File: src/rtl/if_fetch.sv
// Instruction-fetch stage and IF/ID pipeline register of the 16-bit MIPS16 core.
// Optional feature macro: DELAY_SLOT_EN (the instruction after a taken branch executes).
module if_fetch #(
    parameter logic [15:0] RESET_PC = 16'h0000,
    parameter logic [15:0] NOP_INST = 16'h0800
) (
    input  logic        clk,
    input  logic        rst,
    input  logic        stall_i,
    input  logic        branch_flag_i,
    input  logic [15:0] branch_addr_i,
    output logic        imem_req_o,
    output logic [15:0] imem_addr_o,
    input  logic        imem_ack_i,
    input  logic [15:0] imem_data_i,
    output logic [15:0] pc_o,
    output logic [15:0] inst_o,
    output logic        valid_o,
    output logic        stall_req_o
);

    typedef enum logic [1:0] {
        ST_BOOT  = 2'd0,
        ST_FETCH = 2'd1,
        ST_HOLD  = 2'd2
    } state_e;

    state_e      state_q, state_d;
    logic [15:0] pc_q, pc_d;
    logic [15:0] skid_pc_q, skid_pc_d;
    logic [15:0] skid_inst_q, skid_inst_d;
    logic [15:0] pc_o_q, pc_o_d;
    logic [15:0] inst_o_q, inst_o_d;
    logic        valid_q, valid_d;
    logic        branch_take_s;
    logic [15:0] next_pc_s;
`ifdef DELAY_SLOT_EN
    logic        redir_pend_q, redir_pend_d;
    logic [15:0] redir_addr_q, redir_addr_d;
    logic        slot_done_s;
`endif

    // The request and address are decoded from registered state only.
    assign imem_req_o  = (state_q == ST_FETCH);
    assign imem_addr_o = (state_q == ST_FETCH) ? pc_q : 16'h0000;
    assign stall_req_o = (state_q == ST_FETCH) && !imem_ack_i;
    assign pc_o        = pc_o_q;
    assign inst_o      = inst_o_q;
    assign valid_o     = valid_q;

    // Next-state, PC and IF/ID register update.
    always_comb begin
        state_d       = state_q;
        pc_d          = pc_q;
        skid_pc_d     = skid_pc_q;
        skid_inst_d   = skid_inst_q;
        pc_o_d        = pc_o_q;
        inst_o_d      = inst_o_q;
        valid_d       = valid_q;
        branch_take_s = branch_flag_i && !stall_i && valid_q;
`ifdef DELAY_SLOT_EN
        redir_pend_d  = redir_pend_q;
        redir_addr_d  = redir_addr_q;
        slot_done_s   = 1'b0;
        next_pc_s     = redir_pend_q ? redir_addr_q : (pc_q + 16'h0001);
`else
        next_pc_s     = pc_q + 16'h0001;
`endif

        case (state_q)
            ST_BOOT: begin
                state_d = ST_FETCH;
            end
            ST_FETCH: begin
                if (imem_ack_i) begin
                    pc_d = next_pc_s;
`ifdef DELAY_SLOT_EN
                    redir_pend_d = 1'b0;
`endif
                    if (stall_i) begin
                        skid_pc_d   = pc_q;
                        skid_inst_d = imem_data_i;
                        state_d     = ST_HOLD;
                    end else begin
                        pc_o_d   = pc_q;
                        inst_o_d = imem_data_i;
                        valid_d  = 1'b1;
`ifdef DELAY_SLOT_EN
                        slot_done_s = 1'b1;
`endif
                    end
                end else if (!stall_i) begin
                    valid_d  = 1'b0;
                    inst_o_d = NOP_INST;
                end else begin
                    state_d = ST_FETCH;
                end
            end
            ST_HOLD: begin
                if (!stall_i) begin
                    pc_o_d   = skid_pc_q;
                    inst_o_d = skid_inst_q;
                    valid_d  = 1'b1;
                    state_d  = ST_FETCH;
`ifdef DELAY_SLOT_EN
                    slot_done_s = 1'b1;
`endif
                end else begin
                    state_d = ST_HOLD;
                end
            end
            default: begin
                state_d = ST_BOOT;
            end
        endcase

`ifdef DELAY_SLOT_EN
        // A branch whose slot word is not yet delivered is parked until that word's ack.
        if (branch_take_s) begin
            if (slot_done_s) begin
                pc_d = branch_addr_i;
            end else begin
                redir_pend_d = 1'b1;
                redir_addr_d = branch_addr_i;
            end
        end else begin
            redir_pend_d = redir_pend_d;
        end
`else
        // Squash: the younger word (ack data or skid) is dropped and fetch restarts at the target.
        if (branch_take_s) begin
            valid_d  = 1'b0;
            inst_o_d = NOP_INST;
            pc_d     = branch_addr_i;
            state_d  = ST_FETCH;
        end else begin
            pc_d = pc_d;
        end
`endif
    end

    // State and pipeline registers with synchronous reset.
    always_ff @(posedge clk) begin
        if (rst) begin
            state_q      <= ST_BOOT;
            pc_q         <= RESET_PC;
            skid_pc_q    <= 16'h0000;
            skid_inst_q  <= NOP_INST;
            pc_o_q       <= 16'h0000;
            inst_o_q     <= NOP_INST;
            valid_q      <= 1'b0;
`ifdef DELAY_SLOT_EN
            redir_pend_q <= 1'b0;
            redir_addr_q <= 16'h0000;
`endif
        end else begin
            state_q      <= state_d;
            pc_q         <= pc_d;
            skid_pc_q    <= skid_pc_d;
            skid_inst_q  <= skid_inst_d;
            pc_o_q       <= pc_o_d;
            inst_o_q     <= inst_o_d;
            valid_q      <= valid_d;
`ifdef DELAY_SLOT_EN
            redir_pend_q <= redir_pend_d;
            redir_addr_q <= redir_addr_d;
`endif
        end
    end

endmodule
File: config.mk
export PLATFORM = sky130hd
export DESIGN_NAME = if_fetch
export DESIGN_NICKNAME = d
export VERILOG_FILES = /design/src/rtl/if_fetch.sv
export SDC_FILE = /design/constraint.sdc
export NUM_CORES = 1
export LEC_CHECK = 0
export ABC_AREA = 1
export CAP_MARGIN = 20
export CORE_AREA = 2 2 127 129
export CTS_CLUSTER_SIZE = 40
export DETAILED_ROUTE_END_ITERATION = 8
export DIE_AREA = 0 0 129 131
export GPL_ROUTABILITY_DRIVEN = 0
export MAX_ROUTING_LAYER = met4
export PLACE_DENSITY_LB_ADDON = 0.3
export REMOVE_ABC_BUFFERS = 1
export SETUP_SLACK_MARGIN = 0.1
export SYNTH_ARGS = -nofsm -noshare
export SYNTH_HDL_FRONTEND = slang
export SYNTH_SLANG_ARGS = --single-unit
File: constraint.sdc
create_clock -name clk -period 1.8 [get_ports clk]
set_input_delay 0.27 -clock clk [delete_from_list [all_inputs] [get_ports clk]]
set_output_delay 0.27 -clock clk [all_outputs]
set_load 0.01 [all_outputs]
==> flow_metrics.py <==
metrics = {
    "clock_network": {
        "clock_latency_ns": 0.35,
        "cts_buffers": 9,
        "clk_pin_slew_ns": 0.07,
        "cts.sink_count": 83,
        "htree_levels": 3,
        "max-clock-path-buffers": 2,
        "cts_tree": "yes",
        "clockRootBuffer": "clkbuf_16",
        "hold_buffers": 0,
    },
    "placed_design": {
        "place_ws_ns": -0.133,
        "detailed_place_hpwl_um": 9200,
        "io_buffers": 87,
    },
    "layout": {
        "layout_common_cells": "nand2_1, dfxtp_1, clkdlybuf4s50_1",
        "final_common_cell": "nand2_1",
        "fin_util_pct": 37.0,
        "fillers": 1650,
        "finalNetCount": 719,
        "n_antenna_cell": 0,
        "drive_gt1_share_pct": 16.3,
        "syn_to_final_growth_pct": 40.0,
    },
    "global_route": {
        "grt_antenna_before_repair": 0,
        "grt_max_degree": 33,
        "overflow": 0,
        "grt_pass1_wl_um": 20100,
        "grt_pass1_vias": 4022,
        "track_usage_pct": 15.7,
    },
    "pwr": {
        "peakVddDrop_mv": 0.491,
        "leakagePower_nw": 2.39,
        "p_total_mw": 5.72,
        "powerDensity_mw_per_mm2": 990,
    },
    "route": {
        "drt-pass1-iter-count": 4,
        "viasPerCell": 4.59,
        "wl_per_cell_um": 14.3,
        "detail_route.wirelength_um": 12800,
        "via_count": 4126,
        "postRouteAntennaNets": 0,
        "drt_iter0_drc": 259,
        "drc_errors": 0,
    },
    "logic_synthesis": {
        "async_flop_share_pct": 0,
        "syn-cell-area_mm2": 0.00412,
        "ys_warn_count": 0,
        "seq_area_frac_synth_pct": 40.3,
        "synth_area_leaders": "dfxtp_1, nand2_1, o21ai_0",
        "ys_ff_latch": 83,
        "synth_flop_cell": "dfxtp_1",
        "synth_cell_type_count": 33,
        "synth_edf_count": 0,
        "yosysTopAreaCell": "dfxtp_1",
        "netlist_instances": 573,
        "netlist.area_leader.share_pct": 40.3,
        "post_synth.cell_area_avg_um2": 7.19,
    },
    "sta": {
        "max_freq_mhz": 609,
        "setup_viol": 0,
        "hold_viol": 0,
        "fin_skew_ns": 0.0114,
        "setup_ws_ns": 0.157,
        "fin_crit_sh_pct": 91.3,
        "rsz0062_at_grt": "yes",
        "max_slew_margin_pct": 74.8,
        "fin_crit_ns": 1.64,
        "tightest_slew_ns": 0.376,
        "maxSlewViolCount": 0,
        "fin_setup_tns_ns": 0,
    },
    "setup_path": {
        "worst_r2r_startpoint": "state_q[0]$_SDFFE_PP0P_",
        "required_ns": 1.53,
        "worstPathArrival_ns": 1.37,
        "startpoint_type": "register",
        "startpoint": "state_q[1]$_SDFFE_PP0P_",
        "crit_type": "register to primary output",
        "path_delay_family": "buffers and inverters",
        "cp_slowest_cell": "dfxtp_2",
        "cp_max_fo": 9,
        "end_kind": "primary output",
        "crit_chain": "inv_2, ha_4, buf_8, nand2_1, inv_1, clkdlybuf4s15_1",
        "max_stage_delay_ns": 0.32,
        "worst-path-buf-inv": 4,
    },
    "die": {
        "ios": 88,
        "die_w_um": 129,
        "initial_utilization_pct": 26.4,
        "rows": 46,
        "core_region_area_mm2": 0.0156,
        "die_y_um": 131,
        "dieArea_mm2": 0.0169,
    },
    "outcome": {
        "outcome": "finished clean",
    },
    "min_path": {
        "min_path_type": "register to register",
        "worstHoldStart": "skid_inst_q[10]$_SDFFE_PP0P_",
    },
    "run": {
        "cap_violations": 0,
    },
}
-- layer usage --
layer | track usage, % | vias up | wire length (µm) | part of all wire (%)
li1 | - | 2099 | - | -
met1 | 19.7 | 1915 | 5950 | 46
met2 | 25.2 | 95 | 6110 | 48
met3 | 2.85 | 17 | 518 | 4.0
met4 | 6.07 | 0 | 227 | 1.8
met5 | - | - | 0 | 0
-- layout make-up --
class,count,area (µm²),area share (%)
Sequential cell,83,1660,28.8
Tap cell,216,270,4.68
Inverter,63,254,4.40
Multi-Input combinational cell,391,1990,34.5
Clock buffer,10,239,4.14
Timing Repair Buffer,129,1280,22.2
Clock inverter,6,72.6,1.26
-- Yosys cell counts (2+ instances only) --
| master | number |
|---|---|
| nor2_2 | 3 |
| nor2_1 | 44 |
| nand2_2 | 7 |
| nand3_1 | 32 |
| inv_1 | 56 |
| o211ai_1 | 5 |
| a21oi_1 | 34 |
| o21ai_1 | 28 |
| inv_2 | 5 |
| nand2_1 | 126 |
| nor2_4 | 4 |
| o21ai_2 | 5 |
| nand4_1 | 3 |
| a31oi_1 | 27 |
| buf_6 | 10 |
| o21ai_0 | 53 |
| buf_4 | 4 |
| clkbuf_2 | 2 |
| clkbuf_1 | 8 |
| a21oi_2 | 6 |
| a211oi_1 | 2 |
| nor3_2 | 2 |
| dfxtp_1 | 83 |
| buf_2 | 11 |
| ha_1 | 5 |
-- sequential cells by signal, summed over array words and instances, names as in the netlist --
register / cells
inst_o: 16
skid_inst_q: 16
pc_o: 16
valid_o: 1
skid_pc_q: 16
state_q: 2
pc_q: 16
-- stage by stage --
stage          hold slack [ns]  cell area (µm²)  instances
3_3_place_gp             0.440             5410        880
3_5_place_dp             0.450             5410        880
4_1_cts                  0.466             5730        896
5_1_grt                  0.486             5770        898
2_1_floorplan            0.332             3860        537
6_report                 0.466             5770        898
-- power by group --
part | switching (mW) | leakage [nW] | internal, mW | total, mW
Sequential | 0.127 | 0.677 | 2.06 | 2.18
Combinational | 0.789 | 1.57 | 0.794 | 1.58
Clock | 0.821 | 0.143 | 1.13 | 1.95
Total | 1.74 | 2.39 | 3.98 | 5.72
-- cell families (layout without fill, tap and decap cells) --
family / after synthesis / count (layout) / synth area share, %
AND/OR/NAND/NOR: 224 / 224 / 23.9
AO/OA/AOI/OAI: 162 / 162 / 22.1
flip-flops: 83 / 83 / 40.3
adder cells (fa/ha/maj): 5 / 5 / 1.52
buffers and inverters: 99 / 208 / 12.2
-- timing repair --
action | CTS | global route
endpoints found under the setup margin | 25 | 38
resized for setup | 36 | 35
cloned | 0 | 1
pin swaps | 0 | 0
buffers inserted | 0 | 1
-- path summary, 6_finish.rpt --
| check | slack [ns] | cells after the start | to |
|---|---|---|---|
| hold / removal | 0.47 | 2 | skid_inst_q[10]$_SDFFE_PP0P_ |
| setup reg to reg | 0.21 | 8 | pc_o[3]$_SDFFE_PP0P_ |
| hold reg to reg | 0.47 | 2 | skid_inst_q[10]$_SDFFE_PP0P_ |
| setup / recovery | 0.16 | 6 | imem_addr_o[15] |
-- worst reg2reg max path: stages, from the launching register on --
cell and delay, ns:
dfxtp_2 0.37, inv_1 0.08, ha_1 0.33, and2_4 0.19, nand3b_4 0.09, inv_6 0.06, buf_12 0.12, clkbuf_16 0.15
a31oi_1 0.14
Note: power is estimated with default switching activity, not from simulation.
==> variant 1 (config.mk and constraints unchanged) <==
The 3 states of `state_e` get a one-hot encoding in 3 bits.
--- a/src/rtl/if_fetch.sv
+++ b/src/rtl/if_fetch.sv
@@ -19,10 +19,10 @@
     output logic        stall_req_o
 );
 
-    typedef enum logic [1:0] {
-        ST_BOOT  = 2'd0,
-        ST_FETCH = 2'd1,
-        ST_HOLD  = 2'd2
+    typedef enum logic [2:0] {
+        ST_BOOT  = 3'b001,
+        ST_FETCH = 3'b010,
+        ST_HOLD  = 3'b100
     } state_e;
 
     state_e      state_q, state_d;
Formal check against the unedited RTL: no difference found for any inputs over 4 cycles, from zero or initial values and one cycle with rst high; so few cycles prove little.
==> variant 1 against the unedited design <==
Synthesized area shrank 2.5%. Global-route usage fell by 0.39 points. First-iteration DRC count up 9.7%. Sequential cell count rose by 1. Clock skew fell by 0.0029 ns. Routed wire length down 5.5%. Hold slack got worse by 0.023 ns. Register-to-register slack better by 0.04 ns. Cell area down 0.37%. Core utilization decreased by 0.14 points. Setup slack worse by 0.063 ns.
Power is not compared: it rests on default switching activity, and its combinational part moved more than twofold at a synthesized area within 25%.
==> variant 1: results (changes against the unedited design) <==
Global route
  – Total GRT Usage: 15.3% (-0.39 points)
  – Vias in the first global route: 3866 (-3.9%)
  – Largest net degree at the start of global routing: 59 (+79%)
  – Initial antenna violation count: 0 (unchanged)
  – First-pass GRT wire length: 19700 um (-1.8%)

Logic synthesis
  – Adder-cell area share of the yosys netlist: 0.311% (-1.2 points)
  – Ys Warns: 0 (unchanged)
  – Compound-cell area share of the yosys netlist: 19.0% (-3.1 points)
  – Yosys cell types: 27 (-18%)
  – Synth top area cells: dfxtp_1, nand2_1, o21ai_0
  – Synth Flop Type: dfxtp_1
  – Top cells by count, synth: nand2_1, nor2_1, dfxtp_1
  – Async SR Flop Fraction: 0% (unchanged)
  – Register area share after synthesis: 41.8% (+1.5 points)
  – Proportion of synthesized area in mux cells: 0% (unchanged)
  – XOR/XNOR share of the synthesized area: 0.218% (+0.22 points)

Worst hold path
  – Hold path start: skid_pc_q[13]
  – Class of the worst hold path: reg -> reg

Clock network
  – Clock slew at reported path FFs: 0.07 ns (about the same)
  – Htree depth: 3 (unchanged)
  – Worst skew pair latency: 0.34 ns
  – Longest Clk Path Bufs: 2 (unchanged)
  – CTS Buf Count: 9 (unchanged)
  – CTS root buf: clkbuf_16

Route
  – 1st-iter DRT viols: 284 (+9.7%)
  – DR WL/cell: 13.3 um (-6.8%)
  – M1 wire length: 5960 um (+0.24%)
  – DR vias/cell: 4.47 (-2.7%)
  – Drt first pass iters: 4 (unchanged)
  – Top Metal Used: met4
  – WL met2: 5620 um (-8.1%)
  – DR WL met3: 398 um (-23%)

STA
  – Slew Limit Fails: 0 (unchanged)
  – Slew at the pin with the worst max-slew slack: 0.320 ns (-0.0561 ns)
  – Clock skew: 0.00849 ns (-0.00287 ns)

Cells and area
  – Ant. Diodes: 0 (unchanged)
  – Fillers: 1673 (+1.4%)
  – Nets: 727 (+1.1%)
  – Layout cell share with drive strength beyond 1: 15.4% (-0.86 points)

Setup path
  – Crit path arrival time: 1.44 ns (+0.07 ns)
  – Worst-path maximum fanout: 5 (-4)
  – Reg2reg start: state_q[1]
  – Crit path from: state_q[0]

Placement
  – Pre-CTS setup slack: -0.0155 ns (+0.118 ns)
  – Port-buffer cells: 87 (unchanged)
  – Placed cell area: 5340 um^2 (-1.2%)
  – Dpl hpwl: 8410 um (-8.6%)

Run status
  – Status: finished, final reports clean

Pwr
  – Switch share: 24.9%
  – Clk power: 2.18 mW
  – Leakage power: roughly 2.3 nW
  – VDD IR max: ~0.43 mV
  – Sequential fraction of design power: 40.9%
variant 1: cell count changes after synthesis, sizes merged, moves of 3 or more:
cell	delta
a211oi	+6
a21oi	+3
a31oi	-13
buf	-9
clkbuf	+6
ha	-4
inv	-12
nand2	-11
nand3	+5
nor2	+45
o21ai	-12
variant 1: kinds of logic after synthesis:
group,count (synthesis)
simple gates,266
compound gates,143
buf+inv,84
flops,84
xor+xnor,1
fa+ha+maj,1
variant 1: per-layer routing:
metal / global-route usage [%] / vias to the layer above
met5: - / -
met4: 5.05 / 0
met2: 24.1 / 61
met3: 2.44 / 7
li1: - / 2123
met1: 20.2 / 1879
variant 1: final cells by class:
cell class / instances / area [um^2] / share of cell area (%)
Multi-Input combinational cell: 412 / 1990 / 34.7
Sequential cell: 84 / 1690 / 29.4
Timing Repair Buffer: 131 / 1250 / 21.8
Tap cell: 216 / 270 / 4.70
Clock buffer: 9 / 225 / 3.92
Inverter: 51 / 199 / 3.46
Clock inverter: 7 / 123 / 2.13
variant 1: worst max-delay path: stages (launching register included):
cell and delay (ns):
dfxtp_2 0.34, inv_4 0.09, nand3b_4 0.13, buf_4 0.18, nor2_4 0.09, clkdlybuf4s15_1 0.26
variant 1: final timing paths:
path	to	slack, ns	cells past startpoint
max reg2reg	pc_o[5]	0.25	9
min	skid_pc_q[13]	0.44	2
max	stall_req_o	0.09	5
min reg2reg	skid_pc_q[13]	0.44	2
variant 1: timing repair:
item,in CTS,in global routing
cloned,1,0
pin swaps,0,2
resized for setup,60,12
buffers inserted,4,1
endpoints found under the setup margin,34,25
variant 1: stage by stage:
stage                     cells  total power, mW
after floorplan             546             2.30
after CTS                   909             4.91
after global placement      888             2.68
after global routing        910             5.08
after detailed placement    888             2.68
final                       910             4.88
==> variant 2 (same flow settings) <==
Without the edit above. Build with the macro `DELAY_SLOT_EN` defined.
--- a/src/rtl/if_fetch.sv
+++ b/src/rtl/if_fetch.sv
@@ -1,5 +1,7 @@
 // Instruction-fetch stage and IF/ID pipeline register of the 16-bit MIPS16 core.
 // Optional feature macro: DELAY_SLOT_EN (the instruction after a taken branch executes).
+`define DELAY_SLOT_EN
+
 module if_fetch #(
     parameter logic [15:0] RESET_PC = 16'h0000,
     parameter logic [15:0] NOP_INST = 16'h0800
Function: changed (Yosys sat finds a counterexample within 4 cycles, from zero or initial values and one cycle with rst high).
==> variant 2 against the unedited design <==
Setup slack lost 0.028 ns. Combinational power grew 5%. Cell area grew 15%. Sequential cell count grew 17. Non-clock buffer count grew 11. Synthesized cell count grew 15%. Routed wire length grew 11%. Synthesized area grew 12%. Die area is the same. Total power grew 12%.
==> variant 2: results (changes against the unedited design) <==
Placement
  – Port-buffer cells: 87 (unchanged)
  – Dpl hpwl: 9240 um (+0.43%)

STA
  – Slew Limit Headroom: 66.3% (-8.5 points)
  – Clock skew: 0.00908 ns (-0.00228 ns)
  – WHS: 0.447 ns (-0.0191 ns)

Global route
  – Total grt overflow: 0 (unchanged)
  – First-pass GRT wire length: 21300 um (+5.9%)
  – Vias in the first global route: 4216 (+4.8%)
  – Total GRT Usage: 16.3% (+0.64 points)
  – Largest net degree at the start of global routing: 41 (+24%)

Route
  – 1st-iter DRT viols: 389 (+50%)
  – Drt first pass iters: 5 (+1)
  – DR vias/cell: 4.82 (+4.9%)
  – Total Wirelength: 14200 um (+11%)

Setup path
  – Reg2reg path depth: 9 (+1)
  – Crit path arrival time: 1.40 ns (+0.03 ns)
  – Capturing point of the worst reg2reg path: pc_o[7]
  – Worst-path maximum fanout: 6 (-3)
  – Slowest cell on crit path: dfxtp_2
  – Reg2reg start: state_q[1]
  – Reg2Reg Setup Slack: 0.14 ns (-0.07 ns)

Logic synthesis
  – Top cells by count, synth: o21ai_0, nand2_1, dfxtp_1
  – Synth top area cells: dfxtp_1, o21ai_0, a21oi_1
  – Register area share after synthesis: 43.4% (+3.1 points)
  – Yosys cell types: 28 (-15%)
  – Synth Flop Type: dfxtp_1

Worst hold path
  – Class of the worst hold path: reg -> reg
  – Hold path start: redir_addr_q[1]
  – Hold EP: redir_addr_q[1]

Clock network
  – Longest Clk Path Bufs: 2 (unchanged)
  – CTS root buf: clkbuf_16
  – CTS Buf Count: 9 (unchanged)

Cells and area
  – Nets: 808 (+12%)
  – Layout cell share with drive strength beyond 1: 16.1% (-0.19 points)
  – Ant. Diodes: 0 (unchanged)
  – Fillers: 1610 (-2.4%)

Pwr
  – Leakage power: 2.64 nW (+10%)
  – VDD IR max: 0.471 mV (-3.9%)

Run status
  – Status: finished, final reports clean
==> variant 2: cell types whose count changed after synthesis, sizes merged, moves of 5 or more <==
cell	before	now
buf	26	17
nand2	134	109
nand3	32	27
dfxtp	83	100
o21ai	86	133
inv	63	69
a31oi	27	19
clkbuf	10	28
a21oi	40	91
==> variant 2: worst max-delay path by stage <==
stage	start	to	slack, ns	depth (start not counted)
global placement	imem_ack_i	pc_q[1]	-0.13	8
finish	state_q[1]	imem_addr_o[2]	0.13	7
floorplan	state_q[1]	skid_inst_q[11]	-0.78	7
CTS	state_q[1]	pc_q[9]	0.10	11
global route	state_q[1]	pc_o[12]	0.04	11
detailed placement	imem_ack_i	pc_q[6]	-0.18	7
==> variant 2: logic make-up after synthesis <==
group	Yosys count	share of synthesized area [%]
and+or+nand+nor	190	16.9
AOI/OAI and AO/OA	251	28.4
DFF	100	43.4
adders and majority gates	5	1.36
buffers and inverters	114	9.98
==> variant 2: metrics by stage <==
stage               worst slack [ns]  cell area, um^2  power, mW  std cells
detailed placement            -0.181             5960       3.92        957
finish                         0.130             6620       6.38        987
global placement              -0.128             5960       3.92        957
global route                  0.0428             6620       6.67        987
CTS                            0.101             6300       6.14        978
floorplan                     -0.784             4410       3.16        615
==> variant 2: metal layers <==
| metal | routed length, um | up-vias | track usage, % | share of wire (%) |
|---|---|---|---|---|
| met4 | 199 | 0 | 5.50 | 1.4 |
| met2 | 6380 | 126 | 24.2 | 45 |
| met1 | 6950 | 2186 | 22.8 | 49 |
| li1 | - | 2432 | - | - |
| met3 | 659 | 11 | 2.40 | 4.6 |
| met5 | 0 | - | - | 0 |
==> variant 2: area by class of cell <==
cell class / count / share of cell area, %
clock buffers: 10 / 3.61
clock inverters: 6 / 1.44
repair buffers: 140 / 22.0
flip-flops and latches: 100 / 30.3
multi-input cells: 446 / 34.6
well taps: 216 / 4.08
inverters: 69 / 3.95
==> variant 2: repair_timing <==
item / CTS / global route
pin swaps: 1 / 9
endpoints found under the setup margin: 71 / 55
buffers inserted: 5 / 3
resized for setup: 71 / 55
gates cloned: 0 / 6
==> variant 2: report_power, final <==
group	leakage, nW	internal (mW)	total (mW)	switching, mW
Clock	0.164	1.27	2.16	0.889
Sequential	0.816	2.44	2.56	0.122
Combinational	1.66	0.851	1.66	0.812
Total	2.64	4.56	6.38	1.82
==> variant 2: critical path: cells and delay by family (launching register included) <==
family / cells / cell delay [ns]
DFF: 1 / 0.33
buffers and inverters: 5 / 0.49
and+or+nand+nor: 1 / 0.07
adders and majority gates: 1 / 0.17
